**config.mk**
```make
export PLATFORM = sky130hd
export DESIGN_NAME = axil_cmd_master_flat
export DESIGN_NICKNAME = d
export VERILOG_FILES = /design/src/rtl/axil_cmd_master_if.sv /design/src/rtl/axil_cmd_master.sv /design/src/flat_wrapper.sv
export SDC_FILE = /design/constraint.sdc
export NUM_CORES = 1
export LEC_CHECK = 0
export ABC_CLOCK_PERIOD_IN_PS = 1900
export BUFFER_PORTS_ARGS = -buffer_cell sky130_fd_sc_hd__buf_2
export CORE_UTILIZATION = 25
export CTS_CLUSTER_DIAMETER = 50
export DETAILED_ROUTE_END_ITERATION = 12
export GPL_ROUTABILITY_DRIVEN = 0
export GPL_TIMING_DRIVEN = 0
export HOLD_SLACK_MARGIN = 0.15
export SKIP_CTS_REPAIR_TIMING = 1
export SYNTH_ARGS = -nofsm -noshare
export SYNTH_HDL_FRONTEND = slang
export SYNTH_SLANG_ARGS = --single-unit
```
**constraint.sdc**
```tcl
create_clock -name clk -period 1.9 [get_ports clk]
set_input_delay 0.19 -clock clk [delete_from_list [all_inputs] [get_ports clk]]
set_output_delay 0.19 -clock clk [all_outputs]
set_load 0.1 [all_outputs]
```
**src/rtl/axil_cmd_master_if.sv**
```systemverilog
// AXI4-Lite bus bundle (8-bit address by default, 32-bit data) used between
// the command master and the register slave it drives.
interface axil_cmd_master_if #(
  parameter int ADDR_W = 8
);
  logic [ADDR_W-1:0] awaddr;
  logic              awvalid;
  logic              awready;
  logic [31:0]       wdata;
  logic              wvalid;
  logic              wready;
  logic [1:0]        bresp;
  logic              bvalid;
  logic              bready;
  logic [ADDR_W-1:0] araddr;
  logic              arvalid;
  logic              arready;
  logic [31:0]       rdata;
  logic [1:0]        rresp;
  logic              rvalid;
  logic              rready;

  modport master (
    output awaddr, awvalid, wdata, wvalid, bready, araddr, arvalid, rready,
    input  awready, wready, bresp, bvalid, arready, rdata, rresp, rvalid
  );

  modport slave (
    input  awaddr, awvalid, wdata, wvalid, bready, araddr, arvalid, rready,
    output awready, wready, bresp, bvalid, arready, rdata, rresp, rvalid
  );
endinterface

```
**src/rtl/axil_cmd_master.sv**
```systemverilog
// Single-outstanding AXI4-Lite initiator: turns a {write, addr, wdata} command
// stream into one bus transaction and returns {rdata, resp, write, timeout}.
module axil_cmd_master #(
  parameter int ADDR_W         = 8,
  parameter int TIMEOUT_CYCLES = 1024
) (
  input  logic              clk,
  input  logic              reset,
  input  logic              cmd_valid,
  output logic              cmd_ready,
  input  logic              cmd_write,
  input  logic [ADDR_W-1:0] cmd_addr,
  input  logic [31:0]       cmd_wdata,
  output logic              rsp_valid,
  input  logic              rsp_ready,
  output logic [31:0]       rsp_rdata,
  output logic [1:0]        rsp_resp,
  output logic              rsp_write,
  output logic              rsp_timeout,
  axil_cmd_master_if.master m
);

  typedef enum logic [2:0] {IDLE, WR_REQ, WR_RESP, RD_REQ, RD_RESP, RSP} state_t;

  localparam int CNT_W = (TIMEOUT_CYCLES > 1) ? $clog2(TIMEOUT_CYCLES) : 1;
  localparam int TMO_LAST_INT = (TIMEOUT_CYCLES > 0) ? TIMEOUT_CYCLES - 1 : 0;
  localparam logic [CNT_W-1:0] TMO_LAST = TMO_LAST_INT[CNT_W-1:0];
  localparam bit TMO_EN = (TIMEOUT_CYCLES > 0);

  state_t            state, state_next;
  logic [ADDR_W-1:0] addr_q;
  logic [31:0]       wdata_q;
  logic              write_q;
  logic              aw_done, w_done;
  logic [CNT_W-1:0]  tmo_cnt;
  logic              expire;
  logic              accept, aw_hs, w_hs, capture_b, capture_r, abort, in_bus;

  assign m.awaddr  = addr_q;
  assign m.araddr  = addr_q;
  assign m.wdata   = wdata_q;
  assign rsp_write = write_q;
  assign expire    = TMO_EN && (tmo_cnt == TMO_LAST);

  always_ff @(posedge clk) begin
    if (reset) state <= IDLE;
    else       state <= state_next;
  end

  // A completing handshake in the expiry cycle takes priority over the abort.
  always_comb begin
    state_next = state;
    cmd_ready  = 1'b0;
    rsp_valid  = 1'b0;
    m.awvalid  = 1'b0;
    m.wvalid   = 1'b0;
    m.bready   = 1'b0;
    m.arvalid  = 1'b0;
    m.rready   = 1'b0;
    accept     = 1'b0;
    aw_hs      = 1'b0;
    w_hs       = 1'b0;
    capture_b  = 1'b0;
    capture_r  = 1'b0;
    abort      = 1'b0;
    in_bus     = 1'b0;
    case (state)
      IDLE: begin
        cmd_ready = 1'b1;
        if (cmd_valid) begin
          accept     = 1'b1;
          state_next = cmd_write ? WR_REQ : RD_REQ;
        end
      end
      WR_REQ: begin
        in_bus    = 1'b1;
        m.awvalid = ~aw_done;
        m.wvalid  = ~w_done;
        aw_hs     = m.awvalid & m.awready;
        w_hs      = m.wvalid & m.wready;
        if ((aw_done | aw_hs) && (w_done | w_hs)) state_next = WR_RESP;
        else if (expire) begin
          abort      = 1'b1;
          state_next = RSP;
        end
      end
      WR_RESP: begin
        in_bus   = 1'b1;
        m.bready = 1'b1;
        if (m.bvalid) begin
          capture_b  = 1'b1;
          state_next = RSP;
        end else if (expire) begin
          abort      = 1'b1;
          state_next = RSP;
        end
      end
      RD_REQ: begin
        in_bus    = 1'b1;
        m.arvalid = 1'b1;
        if (m.arready) state_next = RD_RESP;
        else if (expire) begin
          abort      = 1'b1;
          state_next = RSP;
        end
      end
      RD_RESP: begin
        in_bus   = 1'b1;
        m.rready = 1'b1;
        if (m.rvalid) begin
          capture_r  = 1'b1;
          state_next = RSP;
        end else if (expire) begin
          abort      = 1'b1;
          state_next = RSP;
        end
      end
      RSP: begin
        rsp_valid = 1'b1;
        if (rsp_ready) state_next = IDLE;
      end
      default: state_next = IDLE;
    endcase
  end

  // The timeout budget spans the whole transaction, not each phase.
  always_ff @(posedge clk) begin
    if (reset) begin
      addr_q      <= '0;
      wdata_q     <= '0;
      write_q     <= 1'b0;
      aw_done     <= 1'b0;
      w_done      <= 1'b0;
      tmo_cnt     <= '0;
      rsp_rdata   <= '0;
      rsp_resp    <= 2'b00;
      rsp_timeout <= 1'b0;
    end else begin
      if (accept) begin
        addr_q  <= cmd_addr;
        wdata_q <= cmd_wdata;
        write_q <= cmd_write;
        aw_done <= 1'b0;
        w_done  <= 1'b0;
        tmo_cnt <= '0;
      end else if (in_bus && (tmo_cnt != TMO_LAST)) begin
        tmo_cnt <= tmo_cnt + 1'b1;
      end
      if (aw_hs) aw_done <= 1'b1;
      if (w_hs)  w_done  <= 1'b1;
      if (capture_b) begin
        rsp_rdata   <= '0;
        rsp_resp    <= m.bresp;
        rsp_timeout <= 1'b0;
      end else if (capture_r) begin
        rsp_rdata   <= m.rdata;
        rsp_resp    <= m.rresp;
        rsp_timeout <= 1'b0;
      end else if (abort) begin
        rsp_rdata   <= '0;
        rsp_resp    <= 2'b10;
        rsp_timeout <= 1'b1;
      end
    end
  end

endmodule
```
**src/flat_wrapper.sv**
```systemverilog
// flat-port wrapper written by rule: the top's interface ports become plain ports
module axil_cmd_master_flat 
#(
  parameter int ADDR_W         = 8,
  parameter int TIMEOUT_CYCLES = 1024
)
  (clk, reset, cmd_valid, cmd_ready, cmd_write, cmd_addr, cmd_wdata, rsp_valid, rsp_ready, rsp_rdata, rsp_resp, rsp_write, rsp_timeout, m_awaddr, m_awvalid, m_wdata, m_wvalid, m_bready, m_araddr, m_arvalid, m_rready, m_awready, m_wready, m_bresp, m_bvalid, m_arready, m_rdata, m_rresp, m_rvalid);
  axil_cmd_master_if #(.ADDR_W(ADDR_W)) m_i ();
  input  logic clk;
  input  logic reset;
  input  logic cmd_valid;
  output logic cmd_ready;
  input  logic cmd_write;
  input  logic [ADDR_W-1:0] cmd_addr;
  input  logic [31:0] cmd_wdata;
  output logic rsp_valid;
  input  logic rsp_ready;
  output logic [31:0] rsp_rdata;
  output logic [1:0] rsp_resp;
  output logic rsp_write;
  output logic rsp_timeout;
  output wire logic [$bits(m_i.awaddr)-1:0] m_awaddr;
  output wire logic [$bits(m_i.awvalid)-1:0] m_awvalid;
  output wire logic [$bits(m_i.wdata)-1:0] m_wdata;
  output wire logic [$bits(m_i.wvalid)-1:0] m_wvalid;
  output wire logic [$bits(m_i.bready)-1:0] m_bready;
  output wire logic [$bits(m_i.araddr)-1:0] m_araddr;
  output wire logic [$bits(m_i.arvalid)-1:0] m_arvalid;
  output wire logic [$bits(m_i.rready)-1:0] m_rready;
  input wire logic [$bits(m_i.awready)-1:0] m_awready;
  input wire logic [$bits(m_i.wready)-1:0] m_wready;
  input wire logic [$bits(m_i.bresp)-1:0] m_bresp;
  input wire logic [$bits(m_i.bvalid)-1:0] m_bvalid;
  input wire logic [$bits(m_i.arready)-1:0] m_arready;
  input wire logic [$bits(m_i.rdata)-1:0] m_rdata;
  input wire logic [$bits(m_i.rresp)-1:0] m_rresp;
  input wire logic [$bits(m_i.rvalid)-1:0] m_rvalid;
  assign m_awaddr = m_i.awaddr;
  assign m_awvalid = m_i.awvalid;
  assign m_wdata = m_i.wdata;
  assign m_wvalid = m_i.wvalid;
  assign m_bready = m_i.bready;
  assign m_araddr = m_i.araddr;
  assign m_arvalid = m_i.arvalid;
  assign m_rready = m_i.rready;
  assign m_i.awready = m_awready;
  assign m_i.wready = m_wready;
  assign m_i.bresp = m_bresp;
  assign m_i.bvalid = m_bvalid;
  assign m_i.arready = m_arready;
  assign m_i.rdata = m_rdata;
  assign m_i.rresp = m_rresp;
  assign m_i.rvalid = m_rvalid;
  axil_cmd_master #(.ADDR_W(ADDR_W), .TIMEOUT_CYCLES(TIMEOUT_CYCLES)) u_core (.clk(clk), .reset(reset), .cmd_valid(cmd_valid), .cmd_ready(cmd_ready), .cmd_write(cmd_write), .cmd_addr(cmd_addr), .cmd_wdata(cmd_wdata), .rsp_valid(rsp_valid), .rsp_ready(rsp_ready), .rsp_rdata(rsp_rdata), .rsp_resp(rsp_resp), .rsp_write(rsp_write), .rsp_timeout(rsp_timeout), .m(m_i));
endmodule
```
======== Word level (Yosys, flattened, before mapping) ========
Cells that the tools add are included.
storage, ports and cells
  register bits after elaboration ......... 91
  input bits .............................. 86
  word-level logic and storage cells ...... 77
cells by class
  $add $sub $neg .......................... 1
  equality and inequality tests ........... 9
  muxes and demuxes ....................... 39
  bitwise gates (word level) .............. 6
  reduce and logical (&&, ||, !) cells .... 12
operators by type and width
  operator               count
  $mux 32                2
  $mux 1                 24
  $mux 3                 7
  $pmux 3 s6             1
  $add 10x1->10 const B  1
  $eq 10x10->1 const B   1
  $ne 10x10->1 const B   1
  $mux 2                 4
  $eq 3x2->1 const B     2
  $eq 3x3->1 const B     2
  $reduce_bool 2->1      3
  $ne 2x2->1 const B     2
  $pmux 1 s4             1
  $reduce_or 2->1        2
  $reduce_or 4->1        1
  $eq 3x1->1 const B     1
  $logic_not 3->1        1
  $reduce_bool 3->1      1
  $reduce_or 3->1        1
  $and 1x1->1            2
  $logic_and 1x1->1      2
  $not 1->1              2
  $or 1x1->1             2
  $reduce_and 2->1       1

======== Longest topological paths before layout ========
  depth after elaboration ................. 9
  mapped depth ............................ 7
  gate-level depth less buffers ........... 5

======== Worst setup path after synthesis ========
Ideal clock, no wire load.
  kind .................................... reg-to-reg
  start point ............................. register u_core.state[2]
  end point ............................... register u_core.rsp_rdata[10]
  setup time .............................. 0.063 ns
  arrival time ............................ 3.923 ns
  required time ........................... 1.837 ns
  setup slack ............................. -2.086 ns
  cell stages (with the launch flop) ...... 8
  path buffers ............................ 3
  clock period less this slack ............ 3.986 ns
  cells stage by stage .................... dfxtp_1 > buf_6 > clkbuf_2 > nor3b_1 > nand2_1 > nor2_4 > buf_2 > a32o_1
between the ends
  longest elaborated chain between the ends .. 3
  elaborated cells between the ends (all ways) .. 10
  those cells by class .................... eq/ne: 4; mux: 4; reduce/logical: 2
ends and longest elaborated chain
  item                                                        line                    text
  start, declared                                             axil_cmd_master.sv:30   state_t state, state_next;
  start signal, assigned                                      axil_cmd_master.sv:47   else state <= state_next;
  $eq 3x3->1 (tied with other cells)                          axil_cmd_master.sv:67   case (state)
  $pmux 1 s4 / $mux 1 (equally long branches)                 axil_cmd_master.sv:67
  $reduce_bool 2->1 (no source line) (tied with other cells)  --
  end signal, assigned                                        axil_cmd_master.sv:156  rsp_rdata <= m.rdata;
  end, declared                                               axil_cmd_master.sv:16   output logic [31:0] rsp_rdata,
Parallel ways exist; a longest one is shown, timed or not.
A chain may end at the register's enable or synchronous reset.

======== Worst setup path after layout ========
  start point ............................. register u_core.state[1]
  end point ............................... output port m_awvalid
between the ends
  longest elaborated chain between the ends .. 2
ends and longest elaborated chain
  item           line                   text
  $eq 3x1->1     axil_cmd_master.sv:67
  $mux 1         axil_cmd_master.sv:67
  end, declared  flat_wrapper.sv:23     output wire logic [$bits(m_i.awvalid)-1:0] m_awvalid;
No other way between the ends.

==> flow_summary.yaml <==
yosys:
  ys_seq_elements: 91
  yosys_warnings: 0
  library_cell_occupying_the_most_area_in_the_post_synthesis_netlist: "dfxtp_1"
  synth_nets: 490
  synth_area_leaders: "dfxtp_1 50%, nand2_1 8.8%, a32o_1 8.7%, a21oi_1 7.4%, clkbuf_1 1.9%"
  post_synth_inst_count: 403
  synth.cell_area_um2: 3680
  count_of_different_cell_masters_after_synthesis: 51
  post-synth-top-area-fraction_pct: 49.6
  synth_sequential_area_ratio_pct: 49.6
  synth_area_per_cell_um2: 9.12
critical_path:
  start_kind: "register"
  required_ns: 1.71
  slowest_stage: "or3b_4"
  reg2reg_setup_slack_ns: 0.07
  crit_path_max_fanout: 10
  max_stage_delay_ns: 0.44
  reg2reg_from: "u_core.state[1]"
  setup.worst_path.end_class: "output pin"
  worst-setup-path-type: "register to output pin"
  worst_setup_path_startpoint: "u_core.state[1]"
  crit_chain: "buf_6 > or3b_4 > nor2_1 > buf_4"
  cp_data_arrival_time_ns: 1.65
sta:
  max-slew-margin-rel_pct: 59.0
  skew_final_ns: 0.00801
  worst-slew-pin-transition_ns: 0.615
  finalMaxSlewViolations: 0
  final_setup_viols: 0
  worst_case_hold_slack_ns: 0.137
  fmaxAchievable_ghz: 0.544
  finalHoldViolCount: 0
  setup_tns_ns: 0
  final.period_utilization_pct: 96.7
  final.min_clock_period_ns: 1.84
finish:
  antenna_cells_inserted: 0
  drive_above_1_share_pct: 38.3
  stdcell_area_um2: 6040
  fillers: 1360
  leading_cell_type_in_the_layout_fill_and_taps_excluded: "buf_2"
  final_util_pct: 42.9
  mostFrequentLayoutCells: "171 x buf_2, 89 x dfxtp_1, 84 x nand2_1"
  finalNetCount: 748
  syn2layout_area_growth_pct: 64.4
clock_tree:
  max-clock-path-buffers: 2
  tritoncts.num_buffers: 9
  worstSkewPairLatency_ns: 0.35
  cts_sinks: 91
  root_buffer: "clkbuf_16"
  clk_transition_reported_paths_ns: 0.06
  cts_tree: "done"
  cts_htree_levels: 3
placement:
  detailedPlacementHpwl_um: 8090
  placement.cell_area_um2: 4920
  io_buffers: 175
floorplanning:
  start_util_pct: 26.1
  die_area_um2: 15200
  chipWidth_um: 123
  die_y_um: 123
  standard_cell_rows: 43
  floorplan.core_area_um2: 14100
  io-pin-count: 177
power:
  total_power_w: 0.00704
  max-vdd-ir-drop_mv: 0.687
  leakage_nw: 2.66
  comb_power_share_pct: 41.4
  power.sequential.fraction_pct: 31.2
  intPower_w: 0.00397
  powerDensity_nw_per_um2: 1170
  p_clk_share_pct: 27.5
  sw_frac_of_total_pct: 43.6
  p_switching_w: 0.00307
drt:
  ant_nets: 0
  vias_per_cell: 4.68
  wire_per_inst_um: 13.7
  detailedRoute.firstPassIterationCount: 4
  count_of_vias_placed_by_the_detailed_router: 3960
  drt-total-wl_um: 11500
  route.detailed.drc: 0
  drtIter0Drc: 105
global_route:
  first_global_vias: 3405
  remaining_global_route_overflow: 0
  maximum_number_of_pins_on_one_net_before_global_route_repair: 17
  grt_first_pass_wirelength_um: 16200
  antenna_violations_before_repair: 1
  grt_use_total_pct: 13.8
worst_hold_path:
  hp_class: "primary input to register"
  worstHoldStart: "cmd_addr[0]"
flow_run:
  timing.max_cap.violations: 0
run_status:
  status: "completed"
-- final cells by class --
class                           instances  area (um2)  area share [%]
Clock inverter                          7         100            1.66
Tap cell                              180         225            3.73
Multi-Input combinational cell        266        1700            28.1
Timing Repair Buffer                  248        1630            27.0
Sequential cell                        91        1820            30.2
Clock buffer                            9         225            3.73
Inverter                                5        18.8           0.311
Buffer                                 40         322            5.32
-- power groups by stage --
stage / clock network [W] / logic (W) / registers, W
after floorplan: 0 / 0.00123 / 0.00326
after global placement: 0 / 0.00273 / 0.00223
after detailed placement: 0 / 0.00275 / 0.00224
after CTS: 0.00202 / 0.00275 / 0.00219
after global routing: 0.00207 / 0.00307 / 0.00222
final: 0.00194 / 0.00291 / 0.00219
-- Yosys cell counts, drive strengths merged --
library cell and count:
a2111oi 1, buf 21, a21o 1, o211ai 1, or3 6, o221ai 1
o21ai 4, nand3b 2, a31oi 2, o41ai 2, nand4 2, o31ai 3
nor4bb 2, dfxtp 91, nor2 16, nand3 5, nor4b 3, nand2b 2
o22a 1, or4 3, o22ai 1, o211a 1, mux2i 1, inv 5
and3 3, o21a 3, o32ai 2, a21oi 55, nor4 2, a211oi 1
clkbuf 20, o311ai 2, nor3 6, or3b 1, nor3b 5, a32o 32
nand2 86, a311oi 1, ha 1, or2 3, nor2b 3
-- kinds of logic after synthesis --
family,Yosys count,share of synthesized area (%)
and+or+nand+nor,150,20.3
buffers and inverters,46,7.08
adders and majority gates,1,0.340
muxes,1,0.272
AOI/OAI and AO/OA,114,22.4
DFF,91,49.6
-- registers in the layout, summed over array words and instances (netlist names) --
signal / count
u_core.aw_done: 1
u_core.m.araddr: 8
u_core.m.wdata: 32
u_core.rsp_rdata: 32
u_core.rsp_resp: 2
u_core.rsp_timeout: 1
u_core.rsp_write: 1
u_core.state: 3
u_core.tmo_cnt: 10
u_core.w_done: 1
-- final timing paths --
check                            end  depth (start not counted)
setup reg to reg   u_core.tmo_cnt[9]                          5
hold / removal    u_core.m.araddr[0]                          3
hold reg to reg   u_core.m.wdata[27]                          2
setup / recovery           m_awvalid                          4
-- worst max-delay path, delay by kind of cell, from the launching register on --
family / cells / cell delay [ns]
AND/OR/NAND/NOR: 2 / 0.56
flip-flops: 1 / 0.31
buffers and inverters: 2 / 0.44
-- layer usage --
layer	global-route usage [%]	vias up	routed length, um
met5	0	-	13
met4	5.35	2	245
met3	6.32	19	1040
met2	22.7	167	5650
met1	15.5	1811	4600
li1	-	1961	-
-- metrics by stage --
stage | instances | setup slack [ns]
floorplan | 403 | -0.402
global route | 846 | -0.0152
CTS | 774 | -0.478
global placement | 758 | -0.352
detailed placement | 758 | -0.358
finish | 846 | 0.0627
(Power assumes the default switching activity.)
